File: config.mk
export PLATFORM = sky130hd
export DESIGN_NAME = spi_frame_master
export DESIGN_NICKNAME = d
export VERILOG_FILES = /design/src/rtl/spi_master_pkg.sv /design/src/rtl/spi_phase_timer.sv /design/src/rtl/spi_frame_master.sv
export SDC_FILE = /design/constraint.sdc
export NUM_CORES = 1
export LEC_CHECK = 0
export BUFFER_PORTS_ARGS = -buffer_cell sky130_fd_sc_hd__buf_2
export CAP_MARGIN = 20
export CORE_MARGIN = 5
export CORE_UTILIZATION = 50
export CTS_BUF_LIST = sky130_fd_sc_hd__clkbuf_8 sky130_fd_sc_hd__clkbuf_16
export DETAILED_ROUTE_END_ITERATION = 10
export PLACE_DENSITY = 0.76
export SLEW_MARGIN = 20
export SYNTH_ARGS = -nofsm -noshare
export SYNTH_HDL_FRONTEND = slang
export SYNTH_SLANG_ARGS = --single-unit
File: constraint.sdc
create_clock -name clk -period 5 [get_ports clk]
set_clock_uncertainty 0.15 [all_clocks]
set_input_delay 0 -clock clk [delete_from_list [all_inputs] [get_ports clk]]
set_output_delay 0 -clock clk [all_outputs]
set_load 0.03 [all_outputs]
File: src/rtl/spi_master_pkg.sv
// Shared types and constants for the SPI frame master slice: FSM state encoding,
// frame geometry and command opcodes carried in the top 8 bits of every frame.
package spi_master_pkg;

    typedef enum logic [2:0] {
        IDLE,
        LEAD,
        SHIFT_LO,
        SHIFT_HI,
        TRAIL,
        GAP
    } state_t;

    localparam int DEFAULT_FRAME_LEN = 136;
    localparam int OPCODE_W          = 8;
    localparam int PAYLOAD_W         = 128;

    localparam logic [OPCODE_W-1:0] OP_DDPUF_EXCITE  = 8'd1;
    localparam logic [OPCODE_W-1:0] OP_XORPUF_EXCITE = 8'd2;
    localparam logic [OPCODE_W-1:0] OP_DDPUF_READ    = 8'd3;
    localparam logic [OPCODE_W-1:0] OP_XORPUF_READ   = 8'd4;
    localparam logic [OPCODE_W-1:0] OP_CHAL_LOAD0    = 8'd5;
    localparam logic [OPCODE_W-1:0] OP_CHAL_LOAD1    = 8'd6;

    function automatic logic [OPCODE_W+PAYLOAD_W-1:0] make_frame(
        input logic [OPCODE_W-1:0]  opcode,
        input logic [PAYLOAD_W-1:0] payload
    );
        return {opcode, payload};
    endfunction

endpackage

File: src/rtl/spi_phase_timer.sv
// Half-period down-counter for the SPI frame master. Reloads to CLK_DIV or
// 2*CLK_DIV cycles and pulses phase_end on the last cycle of the loaded phase.
module spi_phase_timer #(
    parameter int CLK_DIV = 4
) (
    input  logic clk,
    input  logic rst_n,
    input  logic load,
    input  logic long_phase,
    output logic phase_end
);

    localparam int CW = $clog2(2 * CLK_DIV);
    localparam logic [CW-1:0] LONG_RELOAD  = CW'(2 * CLK_DIV - 1);
    localparam logic [CW-1:0] SHORT_RELOAD = CW'(CLK_DIV - 1);

    logic [CW-1:0] cnt;
    logic          running;

    // Reload values are one less than the phase length so the widest phase fits the counter.
    always_ff @(posedge clk or negedge rst_n) begin
        if (!rst_n) begin
            cnt     <= '0;
            running <= 1'b0;
        end else if (load) begin
            cnt     <= long_phase ? LONG_RELOAD : SHORT_RELOAD;
            running <= 1'b1;
        end else if (running) begin
            if (cnt == '0)
                running <= 1'b0;
            else
                cnt <= cnt - 1'b1;
        end
    end

    assign phase_end = running && (cnt == '0);

endmodule

File: src/rtl/spi_frame_master.sv
// Frame-level SPI initiator: shifts one FRAME_LEN-bit command out on MOSI while
// capturing FRAME_LEN bits from MISO. Optional SPI_FRAME_MASTER_LOOPBACK_EN adds a loopback port.
module spi_frame_master
    import spi_master_pkg::*;
#(
    parameter int FRAME_LEN = DEFAULT_FRAME_LEN,
    parameter int CLK_DIV   = 4
) (
    input  logic                 clk,
    input  logic                 rst_n,
    input  logic                 start,
    input  logic [FRAME_LEN-1:0] tx_frame,
    output logic                 busy,
    output logic                 done,
    output logic [FRAME_LEN-1:0] rx_frame,
    output logic                 sclk,
    output logic                 ssel,
    output logic                 mosi,
`ifdef SPI_FRAME_MASTER_LOOPBACK_EN
    input  logic                 loopback,
`endif
    input  logic                 miso
);

    localparam int BW = $clog2(FRAME_LEN + 1);
    localparam logic [BW-1:0] LAST_BIT = BW'(FRAME_LEN);

    state_t               state;
    logic [FRAME_LEN-1:0] tx_shift;
    logic [FRAME_LEN-1:0] rx_shift;
    logic [BW-1:0]        bit_cnt;
    logic                 phase_end;
    logic                 accept;
    logic                 timer_load;
    logic                 timer_long;
    logic                 capture_bit;

    spi_phase_timer #(.CLK_DIV(CLK_DIV)) u_timer (
        .clk        (clk),
        .rst_n      (rst_n),
        .load       (timer_load),
        .long_phase (timer_long),
        .phase_end  (phase_end)
    );

    // MOSI is the top of the tx register; clearing that register in GAP returns the pin to 0.
    assign mosi = tx_shift[FRAME_LEN-1];

`ifdef SPI_FRAME_MASTER_LOOPBACK_EN
    assign capture_bit = loopback ? tx_shift[FRAME_LEN-1] : miso;
`else
    assign capture_bit = miso;
`endif

    // A START held through the end of GAP is accepted on that edge, so back-to-back
    // frames are separated by exactly the GAP with no extra idle cycle.
    always_comb begin
        accept     = start && ((state == IDLE) || ((state == GAP) && phase_end));
        timer_load = accept || (phase_end && (state inside {LEAD, SHIFT_LO, SHIFT_HI, TRAIL}));
        timer_long = accept
                   || ((state == SHIFT_HI) && (bit_cnt == LAST_BIT))
                   || (state == TRAIL);
    end

    always_ff @(posedge clk or negedge rst_n) begin
        if (!rst_n) begin
            state    <= IDLE;
            tx_shift <= '0;
            rx_shift <= '0;
            rx_frame <= '0;
            bit_cnt  <= '0;
            sclk     <= 1'b0;
            ssel     <= 1'b1;
            busy     <= 1'b0;
            done     <= 1'b0;
        end else begin
            done <= 1'b0;
            if (accept) begin
                state    <= LEAD;
                tx_shift <= tx_frame;
                rx_shift <= '0;
                bit_cnt  <= '0;
                sclk     <= 1'b0;
                ssel     <= 1'b0;
                busy     <= 1'b1;
            end else if (phase_end) begin
                case (state)
                    LEAD: state <= SHIFT_LO;
                    SHIFT_LO: begin
                        state    <= SHIFT_HI;
                        sclk     <= 1'b1;
                        rx_shift <= {rx_shift[FRAME_LEN-2:0], capture_bit};
                        bit_cnt  <= bit_cnt + 1'b1;
                    end
                    SHIFT_HI: begin
                        sclk <= 1'b0;
                        if (bit_cnt == LAST_BIT) begin
                            state <= TRAIL;
                        end else begin
                            state    <= SHIFT_LO;
                            tx_shift <= {tx_shift[FRAME_LEN-2:0], 1'b0};
                        end
                    end
                    TRAIL: begin
                        state    <= GAP;
                        ssel     <= 1'b1;
                        done     <= 1'b1;
                        rx_frame <= rx_shift;
                        tx_shift <= '0;
                    end
                    GAP: begin
                        state <= IDLE;
                        busy  <= 1'b0;
                    end
                    default: state <= IDLE;
                endcase
            end
        end
    end

endmodule

==> results of run 1 <==
sequential cells by signal, indices dropped and copies added, names as in the netlist:
name and cells:
state 3, sclk 1, busy 1, u_timer.running 1, rx_frame 136, u_timer.cnt 3, done 1, ssel 1
bit_cnt 8, rx_shift 136, tx_shift 136
synth_stat cells (2+ instances only):
master,number
nand3_1,5
buf_6,9
nand2_2,40
o211ai_1,137
o21ai_0,92
nor3_1,2
dfrtp_1,426
a21oi_1,141
buf_4,5
a31oi_1,137
inv_1,11
ha_1,4
xnor2_1,4
nand3b_1,2
clkbuf_1,102
a2bb2oi_1,3
clkbuf_2,6
o21a_1,3
buf_2,39
nor2_1,144
xor2_1,2
nand4b_1,2
nor4_1,2
nand2_1,652
o21ai_2,49
buf_12,5
buf_1,19
o2111ai_1,2
kinds of logic (layout without fill, tap and decap cells):
group,after synthesis,in the layout,share of synthesized area
other cells,0,1,0
fa+ha+maj,4,4,0.002663
xor+xnor,6,6,0.002796
buf+inv,196,535,0.05106
simple gates,862,862,0.1828
compound gates,571,571,0.1921
flops,427,427,0.5686
per-layer routing:
layer  wire length [µm]  global-route usage
met1              21280              0.3298
met2              24200              0.3821
met3               3526             0.04570
met4               1462             0.08287
met5                  0                   0
area by class of cell:
class	count	area, µm²
flip-flops and latches	427	10690
multi-input cells	1443	7211
clock buffers	54	1272
inverters	11	43.79
repair buffers	444	3099
clock inverters	26	217.7
fillers	3008	14230
diodes	1	2.502
well taps	511	639.4
worst max path at each step:
stage               slack (ps)  depth (start not counted)       endpoint
floorplan                 3020                          9  tx_shift[100]
finish                    1750                          8   rx_frame[13]
CTS                       1810                          8   rx_frame[13]
global placement          1880                          8   rx_frame[15]
detailed placement        1830                          8   rx_frame[38]
global route              1510                          8   rx_frame[29]
critical path, cell delays in order (launching register included):
cell     delay, ps
dfrtp_1        350
inv_1          100
ha_1           350
and4b_1        360
nand2_4        440
inv_4          720
buf_12         360
nand2_1        110
nand2_1         70
power by group through the flow:
| stage | Combinational [mW] | Sequential [mW] | Clock [mW] |
|---|---|---|---|
| final | 0.228 | 3.46 | 3.35 |
| after global routing | 0.251 | 3.46 | 3.56 |
| after CTS | 0.224 | 3.46 | 3.43 |
| after detailed placement | 0.138 | 3.52 | 0 |
| after global placement | 0.138 | 3.52 | 0 |
| after floorplan | 0.00250 | 3.52 | 0 |
per-stage QoR:
| stage | total power, mW | worst slack (ps) | cells |
|---|---|---|---|
| after floorplan | 3.525 | 3019 | 2066 |
| after global placement | 3.661 | 1883 | 2695 |
| after detailed placement | 3.661 | 1826 | 2695 |
| after CTS | 7.114 | 1813 | 2916 |
| after global routing | 7.273 | 1508 | 2916 |
| final | 7.040 | 1749 | 2917 |
==> run summary, run 1 <==
outcome - finished, final reports clean
hold path depth - 4
Synth area leader - dfrtp_1
total CTS buffers - 45
Post-CTS Repair Setup Buffers - 0
layout cell share with drive strength beyond 1 - 0.1950
Initial Util - 0.5025
VDD IR max - 0.2282 mV
global-route wire length before repair - 83400 µm
Sw Ratio - 0.2081
CP Max Fanout - 73
wire per inst - 17.30 µm
First-pass DRT Iterations - 9
Yosys Warn Count - 0
CTS Sinks - 427
PortBufs - 280
Crit. End Element - flop
Yosys top cell area share - 0.5672
Final Instance Area - 0.02317 mm²
Final min period - 3251 ps
number of synthesized flops with an enable pin - 0
Crit. Startpoint - u_timer.cnt[0]
Leak - 10.78 nW
DRT antenna net count - 0
Synthesized Nets - 2210
H-Tree Level Count - 2
Main synth FF type - dfrtp_1
die height - 203.9 µm
unique cell type count in the Yosys netlist - 49
core area - 0.03740 mm²
final worst path period share - 0.6502
Hold Path Origin - miso
drt total wl - 50470 µm
vias in the first global route - 16268
largest net degree at the start of global routing - 169
R2R depth - 8
Area after DPL - 0.02026 mm²
clock transition at the registers of the reported paths - 60 ps
DR vias/cell - 5.642
DR iter-0 viols - 1572
gp weighted congestion - 0.7771
most frequent cells in the layout - nand2_1 (651), dfrtp_1 (426), buf_2 (279)
# IOs - 281
hold_buf cts - 141
Cells after Synth - 2066
Worst EP required - 5350 ps
max-cap viol count - 0
crit path kind - flop to flop
async set-reset flop share out of synthesis - 1.000
worst slew pin tran - 1006 ps
Psw - 1.465 mW
gr usage total - 0.2386
RSZ-0062 raised after global routing - false
Core Util, Final - 0.6196
Reg-to-Reg End - rx_frame[13]
area grow syn2layout - 23.29%
Setup-failing EPs final - 0
CTS tree - yes
Highest Clock Rate - 307.6 MHz
sequential fraction of the synthesis area - 0.5686
DRC - 0
R2R Path Start - u_timer.cnt[0]
die area - 0.04157 mm²
GRT overflow - 0
Min-Delay Path Class - input port to flop
HPWL after DPL - 27010 µm
initial antenna violation count - 0
Die W - 203.9 µm
Clk Latency, worst-skew pair - 560 ps
Hold Vio Cnt, Final - 0
vias - 16459
WHS - 31.01 ps
Longest Clk Path Bufs - 3
relative slew slack - 0.3294
Comb pwr share - 0.032
# rows - 71
startpoint types - flop
Worst Hold End - rx_shift[0]
internal power - 5.575 mW
sequential power share - 0.492
NumNets Final - 2516
Power Density - 303.8 mW/mm²
post_cts resized - 0
Mapped Area - 0.01879 mm²
Max Slew Vio Count - 0
Clock Tree Root - clkbuf_16
setup slack, reg-to-reg - 1750 ps
Synth Register Bits - 427
commonest non-fill, non-tap cell in the layout - nand2_1
clock power share - 0.476
Synth area leaders - dfrtp_1 (57%), nand2_1 (13%), o211ai_1 (5.5%)
mean post-synth cell area - 9.097 µm²
critical path arrival - 3600 ps
post-route setup TNS - 0 ps
Power figures use the tool's default switching activity.
==> run 2, diff against run 1 <==
==> constraint.sdc (replaced) <==
create_clock -name clk -period 3.18 [get_ports clk]
set_clock_uncertainty 0.15 [all_clocks]
set_input_delay 0 -clock clk [delete_from_list [all_inputs] [get_ports clk]]
set_output_delay 0 -clock clk [all_outputs]
set_load 0.03 [all_outputs]
==> run 2 against run 1 <==
Against the previous run: clock power rose by 64%; routed wire length rose by 1.2%; core utilization rose by 0.98 points; first-iteration DRC count fell by 2.9%; largest cell class unchanged; highest routed layer unchanged.
==> run summary, run 2 (same netlist as run 1, synthesis figures left out) <==
outcome - finished, final reports clean
Final Instance Area - 0.02354 mm² (+1.6%)
NumNets Final - 2526 (+0.40%)
setup slack, reg-to-reg - 500 ps (-1250 ps)
gr usage total - 0.2424 (+0.003811)
HPWL after DPL - 27510 µm (+1.8%)
vias - 16600 (+0.86%)
initial antenna violation count - 3 (+3)
Hold Vio Cnt, Final - 0 (unchanged)
Leak - 10.90 nW (+1.1%)
Crit. End Element - flop
Max Slew Vio Count - 0 (unchanged)
GRT overflow - 0 (unchanged)
Post-CTS Repair Setup Buffers - 0 (unchanged)
Area after DPL - 0.02052 mm² (+1.3%)
CTS Sinks - 427 (unchanged)
max-cap viol count - 0 (unchanged)
DR iter-0 viols - 1527 (-2.9%)
Min-Delay Path Class - input port to flop
R2R Path Start - u_timer.cnt[0]
Hold Path Origin - miso
DR vias/cell - 5.662 (+0.34%)
First-pass DRT Iterations - 5 (-4)
Power Density - 480.0 mW/mm² (+58%)
# rows - 71 (unchanged)
post_cts resized - 0 (unchanged)
final worst path period share - 0.8438 (+0.1936)
Highest Clock Rate - 372.7 MHz (+21%)
drt total wl - 51100 µm (+1.2%)
Reg-to-Reg End - tx_shift[68]
CP Max Fanout - 56 (-23%)
area grow syn2layout - 25.24%
clock transition at the registers of the reported paths - 60 ps (about the same)
vias in the first global route - 16386 (+0.73%)
area of the multi-input gates - 0.007211 mm² (unchanged)
layout cell share with drive strength beyond 1 - 0.2044 (+0.009375)
Final min period - 2683 ps (-567.8 ps)
Longest Clk Path Bufs - 3 (unchanged)
die height - 203.9 µm (unchanged)
most frequent cells in the layout - nand2_1 (651), dfrtp_1 (426), buf_2 (279)
Fillers - 2956 (-1.7%)
Worst path slowest cell - nand4bb_4
worst slew pin tran - 822.8 ps (-183.2 ps)
# IOs - 281 (unchanged)
Clock Tree Root - clkbuf_16
crit path kind - flop to flop
post-route setup TNS - 0 ps (unchanged)
largest net degree at the start of global routing - 169 (unchanged)
Worst EP required - 3480 ps (-1870 ps)
Initial Util - 0.5025 (unchanged)
global-route wire length before repair - 84360 µm (+1.1%)
Worst Hold End - rx_shift[0]
DRC - 0 (unchanged)
hold_buf cts - 142 (+0.71%)
relative slew slack - 0.4502 (+0.1209)
Clk Latency, worst-skew pair - 570 ps (about the same)
largest registers - rx_frame: 136 flops, rx_shift: 136 flops, tx_shift: 136 flops
core area - 0.03740 mm² (unchanged)
Setup-failing EPs final - 0 (unchanged)
PortBufs - 280 (unchanged)
CTS tree - yes
Core Util, Final - 0.6294 (+0.009769)
startpoint types - flop
Die W - 203.9 µm (unchanged)
critical path arrival - 2980 ps (-620 ps)
commonest non-fill, non-tap cell in the layout - nand2_1
hold path depth - 4 (unchanged)
gp weighted congestion - 0.8114 (+4.4%)
H-Tree Level Count - 2 (unchanged)
max incr delay on CP - 680 ps (-40 ps)
VDD IR max - 0.3893 mV (+71%)
register area - 0.01069 mm² (unchanged)
wire per inst - 17.43 µm (+0.73%)
DRT antenna net count - 0 (unchanged)
RSZ-0062 raised after global routing - false
critical path cell sequence - inv_1 > ha_1 > nand4bb_4 > buf_12 > o211ai_1 > a21oi_1
die area - 0.04157 mm² (unchanged)
total CTS buffers - 45 (unchanged)
R2R depth - 6 (-2)
==> run 2: cell count changes in the layout (fill, tap and decap cells not counted) <==
cell / before / now
diode_2: 1 / 4
clkinv_2: 5 / 11
buf_4: 14 / 9
buf_6: 1 / 0
buf_16: 0 / 1
clkinv_4: 0 / 2
clkbuf_8: 7 / 15
bufinv_16: 4 / 3
inv_1: 25 / 12
buf_12: 8 / 23
==> run 2: how the worst max path moves through the flow <==
| stage | slack [ps] | cells past startpoint | endpoint | startpoint |
|---|---|---|---|---|
| final | 500 | 6 | tx_shift[68] | u_timer.cnt[0] |
| after global routing | 350 | 6 | tx_shift[37] | u_timer.cnt[0] |
| after global placement | 650 | 6 | tx_shift[134] | u_timer.cnt[0] |
| after CTS | 540 | 6 | tx_shift[124] | u_timer.cnt[0] |
| after floorplan | 1200 | 9 | tx_shift[100] | u_timer.cnt[0] |
| after detailed placement | 580 | 6 | tx_shift[117] | u_timer.cnt[0] |
==> run 2: cell type report <==
type / count / share of cell area
multi-input cells: 1443 / 0.3063
clock buffers: 62 / 0.05874
inverters: 11 / 0.001861
clock inverters: 20 / 0.007920
well taps: 511 / 0.02716
diodes: 4 / 0.0004253
repair buffers: 454 / 0.1435
flip-flops and latches: 427 / 0.4540
==> run 2: report_power, final <==
| group | total [mW] | internal, mW | switching, mW |
|---|---|---|---|
| clock network | 5.49 | 3.28 | 2.21 |
| registers | 5.44 | 5.44 | 0.00316 |
| logic | 0.371 | 0.191 | 0.181 |
| total | 11.3 | 8.91 | 2.39 |
==> run 2: routing by layer <==
metal / vias to the layer above / GRT usage / part of all wire
li1: 7645 / - / -
met1: 8131 / 0.3370 / 0.42
met2: 682 / 0.3796 / 0.47
met3: 142 / 0.05030 / 0.074
met4: 0 / 0.09154 / 0.031
met5: - / 0 / 0
==> run 2: through the flow <==
stage,worst slack (ps),cells,total power [mW],hold slack [ps]
after floorplan,1199,2066,5.543,-445.6
after global placement,646.4,2704,5.762,-128.3
after detailed placement,576.7,2704,5.763,-124.2
after CTS,538.1,2928,11.42,26.67
after global routing,350.8,2931,11.69,71.81
final,496.7,2932,11.30,51.52
==> run 2: worst max-delay path: cells and delay by family, from the launching register on <==
kind                     cells  cell delay (ps)
AND/OR/NAND/NOR              1              680
flip-flops                   1              370
adder cells (fa/ha/maj)      1              360
AO/OA/AOI/OAI                2              370
buffers and inverters        2              580
==> run 3, diff against run 2 <==
--- a/config.mk
+++ b/config.mk
@@ -5,13 +5,14 @@
 export SDC_FILE = /design/constraint.sdc
 export NUM_CORES = 1
 export LEC_CHECK = 0
+export ABC_AREA = 1
 export BUFFER_PORTS_ARGS = -buffer_cell sky130_fd_sc_hd__buf_2
 export CAP_MARGIN = 20
 export CORE_MARGIN = 5
 export CORE_UTILIZATION = 50
 export CTS_BUF_LIST = sky130_fd_sc_hd__clkbuf_8 sky130_fd_sc_hd__clkbuf_16
 export DETAILED_ROUTE_END_ITERATION = 10
-export PLACE_DENSITY = 0.76
+export PLACE_DENSITY = 0.77
 export SLEW_MARGIN = 20
 export SYNTH_ARGS = -nofsm -noshare
 export SYNTH_HDL_FRONTEND = slang
==> constraint.sdc (replaced) <==
create_clock -name clk -period 2.6 [get_ports clk]
set_clock_uncertainty 0.15 [all_clocks]
set_input_delay 0 -clock clk [delete_from_list [all_inputs] [get_ports clk]]
set_output_delay 0 -clock clk [all_outputs]
set_load 0.03 [all_outputs]
==> run 3 against run 2 <==
Against the previous run: combinational power increased by 82%; design area decreased by 2.2%; sequential cell count unchanged; cell count decreased by 0.20%; critical path depth increased by 5; largest power group is now registers; area after synthesis decreased by 3.7%; global-route usage decreased by 1.1 points; via count decreased by 4.8%; critical endpoint is now tx_shift[55]; maximum frequency increased by 17%; sequential power increased by 25%; setup slack got worse by 190 ps.
==> run summary, run 3 <==
R2R Path Start - u_timer.cnt[0]
outcome - finished, final reports clean
Synth Register Bits - 427 (unchanged)
main combinational cell family by area after synthesis - simple AND/OR/NAND/NOR gates
setup slack, reg-to-reg - 300 ps (-190 ps)
Tot Pwr - 13.86 mW (+23%)
Reg-to-Reg End - tx_shift[55]
Min-Delay Path Class - input port to flop
Max Slew Vio Count - 0 (unchanged)
Fillers - 2756 (-6.8%)
CTS Sinks - 427 (unchanged)
# rows - 69 (-2.8%)
CP Max Fanout - 61 (+8.9%)
Main synth FF type - dfrtp_1
Leak - 12.07 nW (+11%)
Longest Clk Path Bufs - 3 (unchanged)
Die W - 200.3 µm (-1.8%)
final worst path period share - 0.8834 (+0.03958)
mux contribution to synthesized area - 0 (unchanged)
post_cts resized - 0 (unchanged)
drt total wl - 47380 µm (-7.3%)
Post-synth top cells - dfrtp_1 (426), nand3_1 (420), nand2_1 (325)
H-Tree Level Count - 2 (unchanged)
Final min period - 2297 ps (-386.5 ps)
complex-gate fraction of the synthesized area - 0.08778 (-0.1043)
sequential fraction of the synthesis area - 0.5903 (+0.02173)
most frequent cells in the layout - dfrtp_1 (426), nand3_1 (420), nand2_1 (322)
Clk Latency, worst-skew pair - 560 ps (about the same)
crit path kind - flop to flop
R2R depth - 11 (+5)
mean post-synth cell area - 8.766 µm² (-3.6%)
Initial Util - 0.5077 (+0.005177)
vias - 15811 (-4.8%)
gp weighted congestion - 0.8286 (+2.1%)
clock transition at the registers of the reported paths - 60 ps (about the same)
HPWL after DPL - 27280 µm (-0.82%)
async set-reset flop share out of synthesis - 1.000 (unchanged)
total CTS buffers - 45 (unchanged)
number of synthesized flops with an enable pin - 0 (unchanged)
Highest Clock Rate - 435.4 MHz (+17%)
layout cell share with drive strength beyond 1 - 0.1658 (-0.03860)
startpoint types - flop
DR iter-0 viols - 1167 (-24%)
wire per inst - 16.19 µm (-7.1%)
post-route setup TNS - 0 ps (unchanged)
core area - 0.03566 mm² (-4.7%)
DR vias/cell - 5.404 (-4.6%)
Synthesized Nets - 2209 (-0.045%)
Setup-failing EPs final - 0 (unchanged)
Crit. End Element - flop
unique cell type count in the Yosys netlist - 27 (-45%)
most frequent cell after synthesis - dfrtp_1
die height - 200.3 µm (-1.8%)
VDD IR max - 0.5134 mV (+32%)
Synth area leader - dfrtp_1
DRT antenna net count - 0 (unchanged)
initial antenna violation count - 4 (+1)
gr usage total - 0.2314 (-0.01103)
largest registers - rx_frame: 136 flops, rx_shift: 136 flops, tx_shift: 136 flops
post-synthesis simple-gate area fraction - 0.2194 (+0.03657)
Worst path slowest cell - dfrtp_1
critical path arrival - 2640 ps (-340 ps)
max incr delay on CP - 340 ps (-340 ps)
Power Density - 601.9 mW/mm² (+25%)
relative slew slack - 0.5343 (+0.08411)
Synth area leaders - dfrtp_1 (59%), nand3_1 (12%), nand2_1 (6.7%)
PortBufs - 280 (unchanged)
Yosys top cell area share - 0.5889 (+0.02168)
NumNets Final - 2574 (+1.9%)
worst slew pin tran - 698.5 ps (-124.3 ps)
RSZ-0062 raised after global routing - false
max-cap viol count - 0 (unchanged)
largest net degree at the start of global routing - 116 (-31%)
Post-Synth XOR/XNOR Area - 0.001935 (-0.0008608)
critical path cell sequence - inv_1 > ha_1 > nand3_2 > inv_2 > nand2_2 > nand2_1 > nand2_4 > buf_12 > buf_12 > nand3_1 > nand3_1
Hold Path Origin - tx_frame[103]
GRT overflow - 0 (unchanged)
Hold Vio Cnt, Final - 0 (unchanged)
commonest non-fill, non-tap cell in the layout - dfrtp_1
Mapped Area - 0.01810 mm² (-3.7%)
global-route wire length before repair - 78760 µm (-6.6%)
vias in the first global route - 15668 (-4.4%)
First-pass DRT Iterations - 5 (unchanged)
Yosys Warn Count - 0 (unchanged)
DRC - 0 (unchanged)
hold path depth - 4 (unchanged)
Worst EP required - 2940 ps (-540 ps)
# IOs - 281 (unchanged)
Worst Hold End - tx_shift[103]
CTS tree - yes
die area - 0.04011 mm² (-3.5%)
area grow syn2layout - 27.17%
Cells after Synth - 2065 (-0.048%)
adder-cell share of the synthesized area - 0.002765 (+0.0001018)
Clock Tree Root - clkbuf_16
[run 3: cell types whose count changed in the layout (fill, tap and decap cells not counted), moves of 25 or more]
cell      before  now
a21oi_1      141    0
o22ai_1        1  134
a31oi_1      137    1
o21ai_1        0   25
o211ai_1     137    0
nand2_1      651  322
o21ai_0       92  121
inv_1         12  298
nand3_1        5  420
nand2_2       40    2
o21ai_2       49    0
[run 3: worst max-delay path, delay by kind of cell (launching register included)]
| kind | cells | cell delay [ps] |
|---|---|---|
| simple gates | 6 | 830 |
| buf+inv | 4 | 660 |
| flops | 1 | 340 |
| fa+ha+maj | 1 | 220 |
[run 3: logic make-up after synthesis]
kind of cell	Yosys count
and+or+nand+nor	906
buffers and inverters	441
DFF	427
AOI/OAI and AO/OA	283
xor gates and xnor gates	4
adders and majority gates	4
[run 3: report_power, final]
group / switching (mW) / total (mW) / internal, mW
clock: 2.64 / 6.36 / 3.72
combinational: 0.332 / 0.675 / 0.343
sequential: 0.0637 / 6.82 / 6.76
total: 3.04 / 13.9 / 10.8
[run 3: how the worst max path moves through the flow]
stage | startpoint | to | slack, ps
3_5_place_dp | u_timer.cnt[0] | tx_shift[55] | 330
5_1_grt | u_timer.cnt[0] | tx_shift[52] | 150
6_report | u_timer.cnt[0] | tx_shift[55] | 300
3_3_place_gp | u_timer.cnt[0] | tx_shift[44] | 420
2_1_floorplan | u_timer.cnt[0] | tx_shift[55] | 720
4_1_cts | u_timer.cnt[0] | tx_shift[0] | 60
[run 3: what timing repair did]
item | CTS | global route
endpoints found under the hold margin | 584 | 0
hold buffers | 143 | 0
buffers inserted | 0 | 4
setup endpoints to repair | 0 | 2
[run 3: per-stage QoR]
step	setup WS [ps]	utilization	instances	hold slack (ps)	area [µm²]
3_3_place_gp	420.7	0.5633	2697	-97.41	20080
2_1_floorplan	718.6	-	2065	-445.6	18100
4_1_cts	64.05	0.6445	2918	1.712	22980
5_1_grt	150.2	0.6456	2926	48.13	23020
3_5_place_dp	327.4	0.5633	2697	-90.05	20080
6_report	303.2	0.6456	2926	50.61	23020
[run 3: final cells by class]
type | count | area, µm² | share of cell area
inverter | 292 | 1104 | 0.04794
clock buffer | 54 | 1250 | 0.05430
multi-input combinational | 1197 | 5679 | 0.2467
tap | 461 | 576.8 | 0.02506
timing repair buffer | 467 | 3498 | 0.1520
sequential | 427 | 10690 | 0.4642
clock inverter | 24 | 216.5 | 0.009403
antenna | 4 | 10.01 | 0.0004348
[run 3: metal layers]
layer,GRT usage,share of wire,vias to the layer above,wire (µm)
li1,-,-,7445,-
met1,0.3017,0.41,7607,19310
met2,0.3824,0.49,603,23190
met3,0.04027,0.058,156,2739
met4,0.1059,0.045,0,2136
met5,0,0,-,0
